File: src/rtl/noc_switch_arbiter.sv
// noc_switch_arbiter: packet-level arbiter/sequencer for one NoC switch slice.
// Two requesters (self, right) share a one-flit registered output stage that
// feeds either the self or the left output. The grant is locked for a whole
// packet (index flit + DATA_FLITS_PER_PKT data flits). Ownership alternates
// round-robin between packets when both sides compete.
// Optional stall timeout: compile with `define NOC_ARB_TIMEOUT_EN.
module noc_switch_arbiter #(
    parameter int unsigned GOLOBAL_DATA_BUS_WIDTH = 32,
    parameter int unsigned LAYER_ID_WIDTH         = 4,
    parameter int unsigned SWITCH_ID_WIDTH        = 6,
    parameter int unsigned THIS_SWITCH_ID         = 0,
    parameter int unsigned DATA_FLITS_PER_PKT     = 2,
    parameter int unsigned TIMEOUT_CYCLES         = 16
) (
    input  logic                              clk,
    input  logic                              reset,
    input  logic                              selfReq,
    input  logic [GOLOBAL_DATA_BUS_WIDTH-1:0] selfData,
    input  logic                              rightReq,
    input  logic [GOLOBAL_DATA_BUS_WIDTH-1:0] rightData,
    output logic                              grant2self,
    output logic                              grant2right,
    output logic                              selfOutputReq,
    output logic [GOLOBAL_DATA_BUS_WIDTH-1:0] selfOut,
    input  logic                              selfOutputAck,
    output logic                              leftOutputReq,
    output logic [GOLOBAL_DATA_BUS_WIDTH-1:0] leftOut,
    input  logic                              leftOutputAck,
    output logic                              busy,
    output logic                              pktAbort
);

    localparam int unsigned W      = GOLOBAL_DATA_BUS_WIDTH;
    localparam int unsigned SID_HI = W - 1 - LAYER_ID_WIDTH;
    localparam int unsigned SID_LO = W - LAYER_ID_WIDTH - SWITCH_ID_WIDTH;

    typedef enum logic [1:0] {
        ST_IDLE,
        ST_INDEX,
        ST_DATA
    } state_t;

    typedef enum logic {
        SIDE_SELF,
        SIDE_RIGHT
    } side_t;

    typedef enum logic {
        DEST_SELF,
        DEST_LEFT
    } dest_t;

    state_t       state, next_state;
    side_t        owner, next_owner;
    side_t        rr_ptr, next_rr;
    side_t        other_side;
    logic [7:0]   flit_cnt, next_cnt;

    logic         out_valid;
    logic [W-1:0] out_data;
    dest_t        dest;
    dest_t        idx_dest;

    logic         owner_req;
    logic [W-1:0] owner_data;
    logic         drain;
    logic         slot_free;
    logic         grant;
    logic         last_flit;
    logic         stall_abort;

    // State register: FSM, owner, round-robin pointer and flit counter
    always_ff @(posedge clk or negedge reset) begin
        if (!reset) begin
            state    <= ST_IDLE;
            owner    <= SIDE_SELF;
            rr_ptr   <= SIDE_SELF;
            flit_cnt <= '0;
        end else begin
            state    <= next_state;
            owner    <= next_owner;
            rr_ptr   <= next_rr;
            flit_cnt <= next_cnt;
        end
    end

    // Output stage register: load on grant, clear when drained with nothing new
    always_ff @(posedge clk or negedge reset) begin
        if (!reset) begin
            out_valid <= 1'b0;
            out_data  <= '0;
            dest      <= DEST_SELF;
        end else if (grant) begin
            out_valid <= 1'b1;
            out_data  <= owner_data;
            if (state == ST_INDEX) begin
                dest <= idx_dest;
            end
        end else if (drain) begin
            out_valid <= 1'b0;
        end
    end

`ifdef NOC_ARB_TIMEOUT_EN
    localparam int unsigned STALL_W = $clog2(TIMEOUT_CYCLES + 1);

    logic [STALL_W-1:0] stall_cnt;

    // Stall counter: consecutive in-packet cycles with the owner request low
    always_ff @(posedge clk or negedge reset) begin
        if (!reset) begin
            stall_cnt <= '0;
        end else if (state == ST_IDLE || owner_req || stall_abort) begin
            stall_cnt <= '0;
        end else begin
            stall_cnt <= stall_cnt + STALL_W'(1);
        end
    end

    // Abort fires on the stalled cycle that completes the limit
    always_comb begin
        stall_abort = (state != ST_IDLE) && !owner_req &&
                      (stall_cnt == STALL_W'(TIMEOUT_CYCLES - 1));
    end
`else
    logic unused_timeout_cfg;

    // Without the stall counter the FSM waits indefinitely for the owner
    always_comb begin
        stall_abort        = 1'b0;
        unused_timeout_cfg = ^TIMEOUT_CYCLES;
    end
`endif

    // Next-state logic: arbitration in IDLE, packet sequencing in INDEX/DATA
    always_comb begin
        next_state = state;
        next_owner = owner;
        next_rr    = rr_ptr;
        next_cnt   = flit_cnt;
        case (state)
            ST_IDLE: begin
                if (selfReq && rightReq) begin
                    next_owner = rr_ptr;
                    next_state = ST_INDEX;
                end else if (selfReq) begin
                    next_owner = SIDE_SELF;
                    next_state = ST_INDEX;
                end else if (rightReq) begin
                    next_owner = SIDE_RIGHT;
                    next_state = ST_INDEX;
                end
            end
            ST_INDEX: begin
                if (grant) begin
                    next_cnt   = '0;
                    next_state = ST_DATA;
                end else if (stall_abort) begin
                    next_state = ST_IDLE;
                    next_rr    = other_side;
                end
            end
            ST_DATA: begin
                if (grant) begin
                    if (last_flit) begin
                        next_cnt   = '0;
                        next_state = ST_IDLE;
                        next_rr    = other_side;
                    end else begin
                        next_cnt = flit_cnt + 8'd1;
                    end
                end else if (stall_abort) begin
                    next_state = ST_IDLE;
                    next_rr    = other_side;
                end
            end
            default: begin
                next_state = ST_IDLE;
            end
        endcase
    end

    // Output logic: grants, destination decode and gated output flits
    always_comb begin
        other_side    = (owner == SIDE_SELF) ? SIDE_RIGHT : SIDE_SELF;
        owner_req     = (owner == SIDE_SELF) ? selfReq : rightReq;
        owner_data    = (owner == SIDE_SELF) ? selfData : rightData;
        idx_dest      = (owner_data[SID_HI:SID_LO] == SWITCH_ID_WIDTH'(THIS_SWITCH_ID))
                        ? DEST_SELF : DEST_LEFT;
        last_flit     = (flit_cnt == 8'(DATA_FLITS_PER_PKT - 1));

        selfOutputReq = out_valid && (dest == DEST_SELF);
        leftOutputReq = out_valid && (dest == DEST_LEFT);
        drain         = (selfOutputReq && selfOutputAck) ||
                        (leftOutputReq && leftOutputAck);
        slot_free     = !out_valid || drain;

        grant         = (state != ST_IDLE) && owner_req && slot_free;
        grant2self    = grant && (owner == SIDE_SELF);
        grant2right   = grant && (owner == SIDE_RIGHT);

        selfOut       = selfOutputReq ? out_data : '0;
        leftOut       = leftOutputReq ? out_data : '0;
        busy          = (state != ST_IDLE);
        pktAbort      = stall_abort;
    end

endmodule

File: config.mk
export PLATFORM = sky130hd
export DESIGN_NAME = noc_switch_arbiter
export DESIGN_NICKNAME = d
export VERILOG_FILES = /design/src/rtl/noc_switch_arbiter.sv
export SDC_FILE = /design/constraint.sdc
export NUM_CORES = 1
export LEC_CHECK = 0
export ABC_AREA = 1
export CORE_MARGIN = 3
export CORE_UTILIZATION = 40
export CTS_BUF_LIST = sky130_fd_sc_hd__clkbuf_8
export CTS_CLUSTER_SIZE = 14
export DETAILED_ROUTE_END_ITERATION = 10
export DONT_BUFFER_PORTS = 1
export PLACE_DENSITY = 0.65
export SKIP_CTS_REPAIR_TIMING = 1
export SLEW_MARGIN = 20
export SYNTH_ARGS = -nofsm -noshare
export SYNTH_HDL_FRONTEND = slang
export SYNTH_SLANG_ARGS = --single-unit
File: constraint.sdc
create_clock -name clk -period 1.1 [get_ports clk]
set_input_delay 0.165 -clock clk [delete_from_list [all_inputs] [get_ports clk]]
set_output_delay 0.165 -clock clk [all_outputs]
set_load 0.05 [all_outputs]
==> results.sh <==
export IMPL_synth_avg_cell_area_sq_um=6.38
export IMPL_ys_seq_area_share_pct=40.2
export IMPL_setup_viol=114
export IMPL_place_ws_ns=-0.272
export IMPL_cts_sinks=46
export IMPL_syn_area_sq_mm=0.00286
export IMPL_dieArea_sq_mm=0.00821
export IMPL_violations="hold timing, setup timing"
export IMPL_routedWlPerCell_um=18.0
export IMPL_synthTopCellsByArea="dfrtp_1 40%, nand2_1 23%, nor2_1 11%, inv_1 6.2%, o21ai_0 5.8%"
export IMPL_yosysUniqueCellTypes=24
export IMPL_die_w_um=90.6
export IMPL_drtAntennaViolNets=0
export IMPL_rows=30
export IMPL_grtUsageTotal_pct=23.3
export IMPL_start_util_pct=41.7
export IMPL_antenna_found_initial=0
export IMPL_hpwl_um=7530
export IMPL_grt_max_degree=47
export IMPL_rsz0062_at_grt="yes"
export IMPL_core_sq_mm=0.00687
export IMPL_arrival_ns=1.53
export IMPL_dp_cells=632
export IMPL_synthToLayoutAreaGrowth_pct=99.0
export IMPL_cts_tree="built"
export IMPL_die_h_um=90.6
export IMPL_syn_num_nets=521
export IMPL_gr_total_overflow=0
export IMPL_ir_drop_v=0.00232
export IMPL_synth_top_area_share_pct=40.2
export IMPL_ys_async_sr_fraction_pct=100
export IMPL_routed_wl_um=11900
export IMPL_htree_num_levels=2
export IMPL_synth_cells=449
export IMPL_status="finished with violations"
export IMPL_port_buffer_count=0
export IMPL_drive_gt1_share_pct=42.5
export IMPL_p_leak_nw=2.58
export IMPL_cts_max_path_buffers=2
export IMPL_path_max_fanout=6
export IMPL_vias=3463
export IMPL_yosysTopAreaCell="dfrtp_1"
export IMPL_synth_seq_cells=46
export IMPL_grt_pass1_vias=3232
export IMPL_routed_via_density=5.25
export IMPL_clk_pin_slew_worst_paths_ns=0.08
export IMPL_grt_first_pass_wirelength_um=15400
export IMPL_num_antenna_cells=0
export IMPL_cp_end_kind="primary output"
export IMPL_startpoint_type="register"
export IMPL_drv_cap=0
export IMPL_drt_pass1_iter_count=6
export IMPL_stdcell_count=659
export IMPL_setup_slack_ns=-0.591
export IMPL_required_ns=0.94
export IMPL_whs_ns=-0.458
export IMPL_min_period_ns=1.69
export IMPL_max_freq_mhz=591
export IMPL_drt_initial_drc_count=202
export IMPL_nNetsFinal=634
export IMPL_hold_class="input port to asynchronous set/reset pin"
export IMPL_pin_count=140
export IMPL_powerDensity_mw_per_mm2=3660
export IMPL_synth_edf_count=0
export IMPL_skew_ns=0.00468
export IMPL_hold_violations=46
export IMPL_root_buffer="clkbuf_8"
export IMPL_period_share_pct=154
export IMPL_drc=0
export IMPL_worstSkewPairLatency_ns=0.31
export IMPL_cts_made_buffers=5
export IMPL_criticalPathCategory="register to primary output"
export IMPL_ys_warn_count=0
export IMPL_synth_ff_type="dfrtp_1"
export IMPL_slew_violations=0
export IMPL_gp_congestion=0.826
==> placed cells by master (no fill, tap or decap), drive strengths merged <==
master,count
nor3,1
conb,1
nand3,14
dfrtp,46
clkbuf,14
nor2,88
xnor2,2
xor2,1
o21ai,36
clkinvlp,2
o31ai,1
nand2,182
ha,2
nand4,4
inv,50
clkinv,1
buf,118
==> flip-flops by register name, summed over array words and instances (netlist names) <==
signal     count
out_data      32
flit_cnt       8
state          2
dest           1
out_valid      1
owner          1
rr_ptr         1
==> power by group <==
part / total [mW] / leakage, nW / switching, mW / internal (mW)
Clock: 1.09 / 0.0524 / 0.595 / 0.499
Combinational: 17.0 / 1.94 / 9.83 / 7.21
Sequential: 2.73 / 0.580 / 0.345 / 2.38
==> kinds of logic (layout without fill, tap and decap cells) <==
kind of cell	after synthesis	count (layout)	share of synthesized area, %
AND/OR/NAND/NOR	288	289	40.4
other	1	1	0.131
adder cells (fa/ha/maj)	2	2	0.874
AO/OA/AOI/OAI	37	37	6.68
buffers and inverters	72	185	10.8
flip-flops	46	46	40.2
XOR/XNOR	3	3	0.918
==> metrics by stage <==
stage / util [%] / TNS (ns) / total power [mW] / instance area [sq um]
after CTS: 75.7 / -43.75 / 18.6 / 5200
after detailed placement: 74.4 / -18.86 / 17.5 / 5110
after global routing: 83.0 / -57.23 / 21.7 / 5700
after global placement: 74.4 / -14.92 / 17.1 / 5110
after floorplan: - / -15.70 / 12.0 / 3560
final: 83.0 / -52.57 / 20.9 / 5700
==> worst max-delay path, stage by stage, from the launching register on <==
cell	delay, ns
dfrtp_1	0.45
buf_4	0.19
nand2_8	0.09
clkbuf_16	0.19
nor2_4	0.13
buf_12	0.16
==> path summary, 6_finish.rpt <==
path / end / depth (start not counted) / slack (ns) / startpoint
setup / recovery: leftOut[31] / 5 / -0.59 / dest
hold / removal: out_data[10] / 0 / -0.46 / reset
setup reg to reg: out_data[11] / 8 / -0.41 / dest
hold reg to reg: rr_ptr / 2 / 0.50 / rr_ptr
max in group asynchronous: owner / 0 / 1.45 / reset
min in group clk: state[0] / 2 / 0.06 / rightReq
==> synth_stat cells, types with 2 or more instances <==
| cell type | count |
|---|---|
| nand2_1 | 178 |
| nor2_1 | 85 |
| inv_1 | 47 |
| dfrtp_1 | 46 |
| o21ai_0 | 33 |
| nand3_1 | 13 |
| clkbuf_1 | 9 |
| buf_2 | 5 |
| buf_4 | 5 |
| inv_2 | 4 |
| nand2_2 | 4 |
| nand4_1 | 4 |
| buf_6 | 2 |
| ha_1 | 2 |
| o21ai_1 | 2 |
| xnor2_1 | 2 |
==> metal layers <==
metal / vias up / share of wire [%] / track usage [%]
li1: 1576 / - / -
met1: 1690 / 35 / 26.7
met2: 162 / 55 / 43.1
met3: 35 / 6.1 / 5.17
met4: 0 / 2.9 / 6.51
met5: - / 0 / 0
==> layout make-up <==
cell class	instances	area [sq um]
Clock buffer	6	82.6
Clock inverter	2	8.76
Fill cell	352	1170
Inverter	51	199
Multi-Input combinational cell	332	2060
Sequential cell	46	1150
Tap cell	96	120
Timing Repair Buffer	126	2070
No activity file was read; power rests on OpenSTA's default activity.
